File: config.mk
export PLATFORM = sky130hd
export DESIGN_NAME = bin2bcd_seq
export DESIGN_NICKNAME = d
export VERILOG_FILES = /design/src/rtl/bin2bcd_pkg.sv /design/src/rtl/bcd_digit_adj.sv /design/src/rtl/bin2bcd_seq.sv
export SDC_FILE = /design/constraint.sdc
export NUM_CORES = 1
export LEC_CHECK = 0
export CAP_MARGIN = 20
export CORE_ASPECT_RATIO = 0.6
export CORE_MARGIN = 2
export CORE_UTILIZATION = 50
export DETAILED_ROUTE_END_ITERATION = 6
export PLACE_DENSITY = 0.73
export SKIP_LAST_GASP = 1
export SLEW_MARGIN = 40
export SYNTH_ARGS = -nofsm -noshare
export SYNTH_HDL_FRONTEND = slang
export SYNTH_HIERARCHICAL = 1
export SYNTH_SLANG_ARGS = --single-unit
File: constraint.sdc
create_clock -name clk -period 4.3 [get_ports clk]
set_input_delay 0.86 -clock clk [delete_from_list [all_inputs] [get_ports clk]]
set_output_delay 0.86 -clock clk [all_outputs]
set_load 0.1 [all_outputs]
File: src/rtl/bin2bcd_pkg.sv
// Shared types and constants for the sequential binary-to-BCD converter.
package bin2bcd_pkg;
  typedef enum logic [1:0] {IDLE, OP, DONE} state_t;
  localparam int         N_DIGITS  = 4;
  localparam int         BCD_MAX   = 9999;
  localparam logic [3:0] OVF_DIGIT = 4'hF;
endpackage

File: src/rtl/bcd_digit_adj.sv
// Double-dabble digit correction: a nibble of 5 or more gets +3 before the shift.
module bcd_digit_adj (
  input  logic [3:0] i_nib,
  output logic [3:0] o_nib
);
  assign o_nib = (i_nib >= 4'd5) ? i_nib + 4'd3 : i_nib;
endmodule

File: src/rtl/bin2bcd_seq.sv
// Sequential shift-and-add-3 converter, one input bit per clock, feeding the
// 4-digit seven-segment driver. Values above 9999 show as FFFF with overflow set.
module bin2bcd_seq
  import bin2bcd_pkg::*;
#(
  parameter int BIN_W = 14
) (
  input  logic             clk,
  input  logic             reset,
  input  logic             start,
  input  logic [BIN_W-1:0] bin,
  output logic             ready,
  output logic             done_tick,
  output logic             overflow,
  output logic [3:0]       bcd3,
  output logic [3:0]       bcd2,
  output logic [3:0]       bcd1,
  output logic [3:0]       bcd0
);
  localparam int CNT_W  = $clog2(BIN_W + 1);
  localparam int WORK_W = 4 * N_DIGITS;

  state_t            r_state;
  logic [BIN_W-1:0]  r_shift;
  logic [WORK_W-1:0] r_work;
  logic [WORK_W-1:0] r_bcd;
  logic [CNT_W-1:0]  r_cnt;
  logic              r_ovf_pend;
  logic              r_ready;
  logic              r_done;
  logic              r_ovf;

  logic [WORK_W-1:0] w_adj;
  logic [WORK_W-1:0] w_work_nxt;
  logic              w_big;

  for (genvar g = 0; g < N_DIGITS; g++) begin : g_adj
    bcd_digit_adj u_adj (
      .i_nib(r_work[4*g +: 4]),
      .o_nib(w_adj[4*g +: 4])
    );
  end

  // Carry out of the thousands digit is dropped; only possible when overflowing.
  assign w_work_nxt = {w_adj[WORK_W-2:0], r_shift[BIN_W-1]};
  assign w_big      = {{(32-BIN_W){1'b0}}, bin} > 32'(BCD_MAX);

  always_ff @(posedge clk) begin
    if (reset) begin
      r_state    <= IDLE;
      r_shift    <= '0;
      r_work     <= '0;
      r_bcd      <= '0;
      r_cnt      <= '0;
      r_ovf_pend <= 1'b0;
      r_ready    <= 1'b1;
      r_done     <= 1'b0;
      r_ovf      <= 1'b0;
    end else begin
      r_done <= 1'b0;
      case (r_state)
        IDLE: if (start) begin
          r_shift    <= bin;
          r_work     <= '0;
          r_cnt      <= CNT_W'(BIN_W);
          r_ovf_pend <= w_big;
          r_ready    <= 1'b0;
          r_state    <= OP;
        end
        OP: begin
          r_work  <= w_work_nxt;
          r_shift <= {r_shift[BIN_W-2:0], 1'b0};
          r_cnt   <= r_cnt - CNT_W'(1);
          if (r_cnt == CNT_W'(1)) begin
            r_state <= DONE;
            r_done  <= 1'b1;
            r_bcd   <= r_ovf_pend ? {N_DIGITS{OVF_DIGIT}} : w_work_nxt;
            r_ovf   <= r_ovf_pend;
          end
        end
        DONE: begin
          r_state <= IDLE;
          r_ready <= 1'b1;
        end
        default: begin
          r_state <= IDLE;
          r_ready <= 1'b1;
        end
      endcase
    end
  end

  assign ready     = r_ready;
  assign done_tick = r_done;
  assign overflow  = r_ovf;
  assign bcd3      = r_bcd[15:12];
  assign bcd2      = r_bcd[11:8];
  assign bcd1      = r_bcd[7:4];
  assign bcd0      = r_bcd[3:0];
endmodule
==> impl_metrics.toml, run 1 <==
[drt]
highest_layer = "met4"
antenna_left = 0
wl_met1_um = 3240
vias = 2268
drc = 0
drt-pass1-iter-count = 4
routed-wl-met3_um = 164
wl_met2_um = 2530
wl_um = 5990
routedWlPerCell_um = 14.9
vias_per_cell = 5.66
drt_iter0_drc = 98

[synth]
syn-num-nets = 341
synth_cells = 314
syn_area_per_cell_um2 = 8.77
synth_area_um2 = 2750
synth_warnings = 6

[die]
die_w_um = 99.8
die_h_um = 61.5
fp.coreArea_um2 = 5180
ios = 36
initial_core_util_pct = 53.2
die-area_um2 = 6140
core.rowCount = 20

[finish]
nets = 361
drive_gt1_share_pct = 14.6
final.fill_count = 484
n_antenna_cell = 0
area_growth_pct = 11.2

[critical_path]
worst_ep_arrival_time_ps = 2560
path_cells = "clkdlybuf4s50_1 > o21ba_2 > nor2_1 > a211oi_1"
critical_path.max_fanout = 18
path_delay_family = "buffers and inverters"
critPathBufInv = 1
critical_path_class = "primary input to register"
worst_path_max_delay_cell = "clkdlybuf4s50_1"
end_kind = "register"
cp-start-kind = "primary input"
cpPeakStageDelay_ps = 930
cp_data_required_time_ps = 4520

[sta]
tns_ps = 0
maxSlewHeadroom_pct = 49.5
maxSlewViolCount = 0
finalHoldViolCount = 0
timing.fmax_mhz = 427
layout_worst_path_cycle_share_pct = 54.5
finalHoldWorstSlack_ps = 501
setup_viol = 0
grt_setup_unrepaired = "no"
fin_crit_ps = 2340
worstMarginPinSlew_ps = 756
skew_ps = 5.11

[cts]
cts_setup_buffers = 0
cts_max_path_buffers = 2
holdBufCountCts = 0
cts_resized = 0
insertion_delay_ps = 310
htreeDepth = 2
cts_tree = "yes"
numCtsBuffers = 5
clk_pin_slew_worst_paths_ps = 90
ctsRootBufferMaster = "clkbuf_8"
clkSinkCount = 56

[place]
place_congestion = 0.785
io_buffers = 35
dp_hpwl_um = 3910

[flow_run]
cap_viol_max_count = 0

[global_routing]
grt_pass1_wl_um = 10200
grt_util_all_layers_pct = 21.4
grt_pass1_vias = 2089
grt_overflow_total = 0
grt_max_degree = 57
antenna_found_initial = 0

[run_status]
status = "finished, final reports clean"

[pwr]
powerDensity_nw_per_um2 = 333
power_mw = 1.02
p_leak_nw = 1.18
vdd_drop_max_uv = 151

[worst_hold_path]
min_path_type = "register to register"
==> area by class of cell <==
type | count | area (µm²) | share of cell area (%)
multi-input combinational | 221 | 1450 | 47.3
sequential | 56 | 1120 | 36.6
timing repair buffer | 38 | 275 | 8.99
clock buffer | 8 | 90.1 | 2.94
tap | 66 | 82.6 | 2.70
inverter | 12 | 45.0 | 1.47
==> tightest hold or removal path, stage by stage, from the launching register on <==
cell	delay, ps
dfxtp_1	340
nand2_1	60
a21oi_1	60
==> routing by layer <==
metal,vias to the layer above,GRT usage (%)
li1,1140,-
met1,1093,31.8
met2,27,31.7
met3,8,4.20
met4,0,6.07
met5,-,0
==> flip-flops by register name, summed over array words and instances, names as in the netlist <==
register    flops
r_bcd          16
r_work         16
r_shift        14
r_cnt           4
r_state         2
done_tick       1
overflow        1
r_ovf_pend      1
ready           1
==> through the flow <==
stage	setup slack (ps)	cells	instance area (µm²)	utilization [%]
after CTS	1980	401	3060	59.0
after floorplan	2510	314	2750	-
after global routing	1880	401	3060	59.1
after global placement	1740	393	3060	59.1
final	1960	401	3060	59.1
after detailed placement	1620	393	2970	57.3
==> layout by cell type, fill, tap and decap left out, types with 2 or more instances in the layout <==
| cell | instances |
|---|---|
| dfxtp_1 | 56 |
| o2bb2ai_1 | 10 |
| nor2b_1 | 3 |
| a21oi_1 | 18 |
| a21oi_2 | 4 |
| nand2b_1 | 10 |
| nand2_1 | 16 |
| mux2i_1 | 8 |
| ha_1 | 10 |
| a211oi_1 | 22 |
| o21ai_1 | 3 |
| buf_4 | 4 |
| a22oi_1 | 16 |
| clkdlybuf4s50_1 | 15 |
| xnor2_1 | 4 |
| o21ai_0 | 5 |
| inv_1 | 12 |
| o22ai_1 | 2 |
| clkbuf_1 | 2 |
| clkbuf_8 | 6 |
| a211oi_2 | 10 |
| buf_2 | 19 |
| nor2_1 | 63 |
==> power breakdown <==
group          leakage, nW  internal [mW]  switching (mW)  total, mW
clock network       0.0455          0.132           0.167      0.299
logic                0.677         0.0548           0.107      0.161
registers            0.457          0.541          0.0182      0.559
==> final timing paths <==
check,startpoint,end,slack (ps),depth (start not counted)
setup / recovery,start,r_shift[5],1960,4
hold / removal,r_shift[0],r_shift[0],500,2
setup reg to reg,r_state[0],r_bcd[3],2490,5
hold reg to reg,r_shift[0],r_shift[0],500,2
(Power assumes the default switching activity.)
==> run 2: changes to the inputs <==
- clock period: 4.3 -> 2.4 ns (I/O delays scaled with it)
==> run 2 against run 1 <==
Net effect:
- critical path depth increased by 3
- flip-flop and latch count unchanged
- highest routed layer unchanged
- sequential share of layout area decreased by 1.2 points
- combinational power increased by 83%
- sequential power increased by 81%
- clock power increased by 110%
- power increased by 88%
- critical path type is now register to register
- register-to-register slack got worse by 1800 ps
- worst hold slack got worse by 9.1 ps
- cell count increased by 1.5%
==> impl_metrics.toml, run 2 (synthesis results as in run 1) <==
[drt]
drt-pass1-iter-count = 4
vias = 2283
wl_um = 6140
routedWlPerCell_um = 15.1
drc = 0
drt_iter0_drc = 87
vias_per_cell = 5.61
antenna_left = 0

[place]
dp_hpwl_um = 4300
io_buffers = 35
place_congestion = 0.777
place_inst = 399

[sta]
setup_viol = 0
worstMarginPinSlew_ps = 755
layout_worst_path_cycle_share_pct = 70.5
grt_setup_unrepaired = "no"
timing.fmax_mhz = 591
finalHoldWorstSlack_ps = 492
tns_ps = 0
maxSlewViolCount = 0
finalHoldViolCount = 0
fin_crit_ps = 1690
skew_ps = 6.90
maxSlewHeadroom_pct = 49.6

[cts]
holdBufCountCts = 0
insertion_delay_ps = 310
cts_setup_buffers = 0
htreeDepth = 2
cts_max_path_buffers = 2
clkSinkCount = 56
numCtsBuffers = 5
cts_resized = 0
ctsRootBufferMaster = "clkbuf_8"
cts_tree = "yes"
clk_pin_slew_worst_paths_ps = 100

[pwr]
p_int_mw = 1.39
p_leak_nw = 1.21
comb_power_share_pct = 15.4
clock_power_share_pct = 32.1
vdd_drop_max_uv = 268
powerDensity_nw_per_um2 = 606
power_frac_seq_pct = 52.5
p_sw_share_pct = 27.6
power_switching_mw = 0.530

[critical_path]
critical_path_class = "register to register"
cp_data_required_time_ps = 2630
path_cells = "inv_1 > ha_1 > nand2b_1 > a21oi_2 > mux2i_1 > nor2_1 > a211oi_1"
end_kind = "register"
critical_path.max_fanout = 3
r2r_cells = 7
path_delay_family = "compound AO/OA/AOI/OAI gates"
worst_path_max_delay_cell = "dfxtp_1"
cpPeakStageDelay_ps = 360
worst_ep_arrival_time_ps = 1920
cp-start-kind = "register"
critPathBufInv = 1
crit_cells = 7

[flow_run]
cap_viol_max_count = 0

[worst_hold_path]
min_path_cells = 2
min_path_type = "register to register"

[global_routing]
grt_pass1_wl_um = 10100
grt_overflow_total = 0
grt_max_degree = 29
grt_pass1_vias = 2094
grt_util_all_layers_pct = 21.2
antenna_found_initial = 0

[finish]
multiInputGateArea_um2 = 1440
regArea_um2 = 1120
drive_gt1_share_pct = 16.4
n_antenna_cell = 0
mostFrequentLayoutCell = "nor2_1"
final.fill_count = 460
fin_cells = 407
reg.largest.list = "r_bcd (16), r_work (16), r_shift (14)"
area_growth_pct = 14.9
nets = 367
layout_common_cells = "nor2_1 (63), dfxtp_1 (56), buf_4 (28)"

[die]
core.rowCount = 20
die_h_um = 61.5
initial_core_util_pct = 53.2
die_w_um = 99.8
fp.coreArea_um2 = 5180
die-area_um2 = 6140
ios = 36

[run_status]
status = "finished, final reports clean"
==> run 2: cell count changes in the layout (fill, tap and decap cells not counted) <==
cell,delta
clkbuf_8,-1
clkbuf_1,-1
buf_4,+24
nor2b_2,+1
buf_2,-18
bufinv_16,+1
clkinv_2,+1
nor2b_4,-1
==> run 2: final cells by class <==
class                           count  area share (%)
Multi-Input combinational cell    221            45.6
Sequential cell                    56            35.4
Timing Repair Buffer               44            11.5
Tap cell                           66            2.61
Clock buffer                        6            2.29
Inverter                           12            1.42
Clock inverter                      2            1.11
==> run 2: metrics by stage <==
stage | setup WS (ps) | instance area [µm²] | power (mW) | utilization (%)
5_1_grt | 564 | 3160 | 2.00 | 61.1
6_report | 707 | 3160 | 1.92 | 61.1
4_1_cts | 717 | 3160 | 1.93 | 61.1
3_3_place_gp | 523 | 3060 | 1.32 | 59.0
2_1_floorplan | 954 | 2750 | 1.24 | -
3_5_place_dp | 509 | 3060 | 1.32 | 59.0
==> run 2: path summary, 6_finish.rpt <==
kind                    from    endpoint  slack (ps)
setup reg to reg   r_work[1]    r_bcd[2]         710
hold reg to reg   r_shift[0]  r_shift[0]         490
hold / removal    r_shift[0]  r_shift[0]         490
setup / recovery   r_work[1]    r_bcd[2]         710
==> run 2: power groups by stage <==
stage                     clock [mW]  sequential, mW  combinational (mW)
after detailed placement           0            1.03               0.294
after CTS                      0.628            1.01               0.295
after floorplan                    0            1.07               0.176
after global routing           0.667            1.01               0.322
final                          0.616            1.01               0.295
after global placement             0            1.03               0.290
==> run 2: worst register-to-register path, stage by stage, from the launching register on <==
cell,delay [ps]
dfxtp_1,360
inv_1,90
ha_1,200
nand2b_1,180
a21oi_2,210
mux2i_1,260
nor2_1,60
a211oi_1,250
==> run 2: layer usage <==
| layer | part of all wire [%] | track usage (%) |
|---|---|---|
| met5 | 0 | 0 |
| met4 | 0.83 | 4.89 |
| met3 | 4.7 | 4.54 |
| met2 | 42 | 33.3 |
| met1 | 52 | 30.5 |
==> run 3: changes to the inputs <==
- clock period: 2.4 -> 1.7 ns (I/O delays scaled with it)
==> run 3 against run 2 <==
Net effect:
- highest routed layer unchanged
- critical endpoint unchanged
- non-clock buffer count is 4 higher
- largest power group unchanged
- global-route usage is 1.1 points higher
- worst hold slack worse by 21 ps
==> impl_metrics.toml, run 3 (synthesis results as in run 1) <==
[sta]
finalHoldViolCount = 0
timing.fmax_mhz = 604
fin_crit_ps = 1660
finalHoldWorstSlack_ps = 471
maxSlewHeadroom_pct = 68.9
worstMarginPinSlew_ps = 467
maxSlewViolCount = 0
skew_ps = 6.97
grt_setup_unrepaired = "no"
setup_viol = 0
tns_ps = 0
layout_worst_path_cycle_share_pct = 97.4

[drt]
antenna_left = 0
drt_iter0_drc = 123
vias = 2317
drt-pass1-iter-count = 5
wl_um = 6290
routedWlPerCell_um = 15.3
drc = 0
vias_per_cell = 5.64

[critical_path]
path_cells = "inv_1 > ha_1 > nand2b_1 > a21oi_4 > mux2i_2 > nor2_1 > a211oi_2"
cpPeakStageDelay_ps = 350
critical_path_class = "register to register"
end_kind = "register"
cp-start-kind = "register"
worst_path_max_delay_cell = "dfxtp_1"
critical_path.max_fanout = 3
cp_data_required_time_ps = 1930
worst_ep_arrival_time_ps = 1880

[place]
place_congestion = 0.797
dp_hpwl_um = 4440
place_area_um2 = 3350
place_inst = 403
io_buffers = 35

[pwr]
vdd_drop_max_uv = 383
powerDensity_nw_per_um2 = 787
p_leak_nw = 1.30

[finish]
final.fill_count = 407
area_growth_pct = 26.7
layout_common_cells = "nor2_1 (63), dfxtp_1 (55), buf_12 (21)"
fin_area_um2 = 3490
mostFrequentLayoutCell = "nor2_1"
nets = 371
n_antenna_cell = 0
finish.utilization_pct = 67.4
drive_gt1_share_pct = 19.1
fin_cells = 411
reg.largest.list = "r_bcd (16), r_work (16), r_shift (14)"

[cts]
cts_tree = "yes"
cts_setup_buffers = 0
clkSinkCount = 56
holdBufCountCts = 0
cts_max_path_buffers = 2
htreeDepth = 2
ctsRootBufferMaster = "clkbuf_8"
cts_resized = 0
insertion_delay_ps = 310
numCtsBuffers = 5
clk_pin_slew_worst_paths_ps = 90

[global_routing]
grt_pass1_wl_um = 10800
antenna_found_initial = 0
grt_max_degree = 28
grt_util_all_layers_pct = 22.3
grt_pass1_vias = 2258
grt_overflow_total = 0

[die]
fp.coreArea_um2 = 5180
core.rowCount = 20
die-area_um2 = 6140
ios = 36
die_h_um = 61.5
initial_core_util_pct = 53.2
die_w_um = 99.8

[flow_run]
cap_viol_max_count = 0

[run_status]
status = "finished, final reports clean"

[worst_hold_path]
min_path_type = "primary input to register"
## run 3: path summary, 6_finish.rpt
path	start	end	slack (ps)	cells past startpoint
setup / recovery	r_work[1]	r_bcd[2]	40	7
setup reg to reg	r_work[1]	r_bcd[2]	40	7
hold / removal	reset	r_work[0]	470	2
hold reg to reg	r_shift[0]	r_shift[0]	480	2
## run 3: worst max-delay path, delay by kind of cell, from the launching register on
family / cells / cell delay (ps)
AO/OA/AOI/OAI: 2 / 390
multiplexers: 1 / 250
buffers and inverters: 1 / 100
adder cells (fa/ha/maj): 1 / 190
AND/OR/NAND/NOR: 2 / 300
flip-flops: 1 / 350
## run 3: layout make-up
type	count	area [µm²]	area share, %
clock buffers	6	72.6	2.08
clock inverters	2	35.0	1.00
inverters	12	45.0	1.29
multi-input cells	221	1470	42.2
flip-flops and latches	56	1120	32.2
well taps	66	82.6	2.37
repair buffers	48	658	18.9
## run 3: power breakdown
group          internal, mW  switching, mW  total, mW
Clock                 0.438          0.414      0.852
Sequential             1.37         0.0471       1.42
Combinational         0.196          0.281      0.477
## run 3: per-layer routing
layer	part of all wire, %	vias up	track usage [%]	wire, µm
met4	0.76	0	6.26	48
met2	44	36	34.5	2780
met5	0	-	0	0
li1	-	1161	-	-
met3	3.9	4	5.56	244
met1	51	1116	31.6	3220
## run 3: stage by stage
stage | setup slack (ps) | total power, mW
global route | 0.370 | 2.88
global placement | 33.7 | 1.90
CTS | 63.4 | 2.77
detailed placement | 40.6 | 1.92
finish | 45.0 | 2.75
floorplan | 254 | 1.75
==> patch 1 (settings of run 1) <==
`BIN_W`: 14 -> 10.
--- a/src/rtl/bin2bcd_seq.sv
+++ b/src/rtl/bin2bcd_seq.sv
@@ -5,3 +5,3 @@
 #(
-  parameter int BIN_W = 14
+  parameter int BIN_W = 10
 ) (
Ports: changed (resized bin); port bits go from 36 to 32. The function was not compared with the original's and may differ.
==> patch 1 against run 1 <==
Non-clock buffer count fell by 5. Global-route usage fell by 2.1 points. Synthesized area fell by 20%. Register-to-register slack got worse by 0.26 ns. Sequential share of layout area rose by 2.8 points. Setup slack improved by 0.16 ns. Wire length fell by 27%. Sequential cell count fell by 6. Total power fell by 15%. Combinational power fell by 43%. Hold slack got worse by 0.034 ns. Design area fell by 17%. Critical path type unchanged. Critical endpoint is now r_bcd[3].
==> patch 1: results (changes against run 1) <==
metric	value	unit	change
status	finished, final reports clean		unchanged
combinational gate power	0.0917	mW	was 0.161 mW
R2R Setup Slk	2.23	ns	was 2.49 ns
first-pass GRT wire length	7.71	mm	was 10.2 mm
GRT Util Overall	0.192		was 0.214
Tot Pwr	0.866	mW	was 1.02 mW
leakage	1.04	nW	was 1.18 nW
Crit. Startpoint	reset		was start
Clk power	0.283	mW	was 0.299 mW
hold path cells	1		was 2
Mapped Nets	263		was 341
largest net degree at the start of global routing	28		was 57
gp weighted congestion	0.796		was 0.785
reg2reg path depth	3		was 5
Sw Pwr	0.223	mW	was 0.292 mW
IO buf count	30		was 35
Layout Nets	288		was 361
Worst VDD drop	0.000161	V	was 0.000151 V
via count of the first global-routing pass	1577		was 2089
total number of vias	1733		was 2268
worst hold endpoint	ready		was r_shift[0]
Hold Slack	0.467	ns	was 0.501 ns
worst-margin pin slew	0.759	ns	was 0.756 ns
crit-path max FO	17		was 18
Layout Skew	0.00863	ns	was 0.00511 ns
critical path arrival	2.43	ns	was 2.56 ns
DP HPWL	3.07	mm	was 3.91 mm
Min-Delay Startpoint	ready		was r_shift[0]
Top Family by Delay on Critical Path	simple AND/OR/NAND/NOR gates		was buffers and inverters
Setup WS pre-CTS	1.81	ns	was 1.62 ns
CP peak stage delay	0.70	ns	was 0.93 ns
crit path to	r_bcd[3]		was r_shift[5]
CP max stage cell	nor3b_4		was clkdlybuf4s50_1
f_max	459	MHz	was 427 MHz
registers with the most flip-flops	r_bcd x16, r_work x16, r_shift x10		was r_bcd x16, r_work x16, r_shift x14
initial DRC count	78		was 98
ANT cells	0		unchanged
==> patch 1: layer usage <==
metal  GRT usage  wire [um]  share of wire
met5           0          0              0
met4      0.0725         65          0.015
met3      0.0423        269          0.061
met2       0.254       1640           0.37
met1       0.299       2410           0.55
==> patch 1: layout make-up <==
class,instances,area (um2)
Sequential cell,50,1000
Inverter,12,45.0
Tap cell,60,75.1
Timing Repair Buffer,33,233
Fill cell,386,1630
Clock buffer,6,82.6
Clock inverter,2,12.5
Multi-Input combinational cell,163,1090
==> patch 1: stage by stage <==
| stage | area [um2] | std cells |
|---|---|---|
| after global routing | 2540 | 326 |
| after detailed placement | 2440 | 318 |
| after CTS | 2540 | 326 |
| after global placement | 2530 | 318 |
| after floorplan | 2210 | 240 |
| final | 2540 | 326 |
==> patch 2 (settings of run 1) <==
Without the edit above. Reset style: asynchronous (`reset`), changed in one clocked block.
--- a/src/rtl/bin2bcd_seq.sv
+++ b/src/rtl/bin2bcd_seq.sv
@@ -47,3 +47,3 @@
 
-  always_ff @(posedge clk) begin
+  always_ff @(posedge clk or posedge reset) begin
     if (reset) begin
Function: differs if reset is asserted again (counterexample within 4 cycles, from zero or initial values and one cycle with reset high); with reset held inactive, the same outputs for 10 cycles.
==> patch 2 against run 1 <==
Synthesized area up 0.41%. Hold slack got worse by 0.013 ns. Design area up 3.0%. Setup slack better by 0.068 ns. Wire length decreased by 3.4%. Sequential cell count is the same. Register-to-register slack worse by 0.46 ns.
Power is left out: the tool's default activity adds up to more than one toggle a clock period on the data nets, which glitch-free logic cannot reach.
==> patch 2: results (changes against run 1) <==
metric	value	unit	change
ANT cells	0		unchanged
clk buf depth	2		unchanged
status	finished, final reports clean		unchanged
post-CTS sizing	0		unchanged
Min-Delay Path Class	reg2reg		unchanged
GRT Util Overall	0.210		was 0.214
registers with the most flip-flops	r_bcd x16, r_work x16, r_shift x14		unchanged
gp weighted congestion	0.731		was 0.785
CTS Buf Count	5		unchanged
DP HPWL	3.81	mm	was 3.91 mm
via count of the first global-routing pass	2196		was 2089
Mapped Avg Cell Area	8.70	um2	was 8.77 um2
share of post-route cells with drive strength above 1	0.116		was 0.146
Layout Nets	372		was 361
crit-path max FO	49		was 18
# fillers	466		was 484
first-pass GRT wire length	9.96	mm	was 10.2 mm
Top Family by Delay on Critical Path	simple AND/OR/NAND/NOR gates		was buffers and inverters
initial DRC count	131		was 98
# H-tree levels	2		unchanged
Clk Latency, worst-skew pair	0.31	ns	about the same
CP peak stage delay	0.69	ns	was 0.93 ns
largest net degree at the start of global routing	50		was 57
detail-routed net length per standard cell	14.0	um	was 14.9 um
Layout Skew	0.00921	ns	was 0.00511 ns
Slew headroom	0.508		was 0.495
total number of vias	2219		was 2268
Mapped Nets	345		was 341
CP max stage cell	and2_1		was clkdlybuf4s50_1
placed insts	404		was 393
final setup TNS	0	ns	unchanged
routed vias/inst	5.39		was 5.66
[patch 2: cell type report]
type	instances	area share
Multi-Input combinational cell	232	0.390
Clock inverter	2	0.0111
Sequential cell	56	0.445
Tap cell	66	0.0262
Timing Repair Buffer	39	0.0905
Clock buffer	6	0.0230
Inverter	11	0.0139
[patch 2: path summary, 6_finish.rpt]
| check | from | endpoint | slack, ns | cells after the start |
|---|---|---|---|---|
| min | ready | ready | 0.49 | 2 |
| max in group asynchronous | reset | r_bcd[7] | 2.75 | 3 |
| max reg2reg | r_state[0] | overflow | 2.03 | 4 |
| min in group asynchronous | reset | r_cnt[1] | 0.93 | 2 |
| min reg2reg | ready | ready | 0.49 | 2 |
| max | r_state[0] | overflow | 2.03 | 4 |
[patch 2: worst min-delay path: cells and delay by family, from the launching register on]
kind             cells  cell delay [ns]
AND/OR/NAND/NOR      2             0.11
flip-flops           1             0.38
[patch 2: per-stage QoR]
stage	hold WS [ns]	instance area (um2)	worst slack [ns]
after floorplan	0.449	2770	2.07
after global placement	0.457	3130	1.64
after detailed placement	0.466	3050	1.74
after CTS	0.492	3150	2.03
after global routing	0.508	3150	1.86
final	0.488	3150	2.03
[patch 2: routing by layer]
metal	up-vias	GRT usage	routed length (um)
met3	4	0.0420	228
li1	1102	-	-
met5	-	0	0
met2	42	0.353	2510
met4	0	0.0587	42
met1	1071	0.286	3000
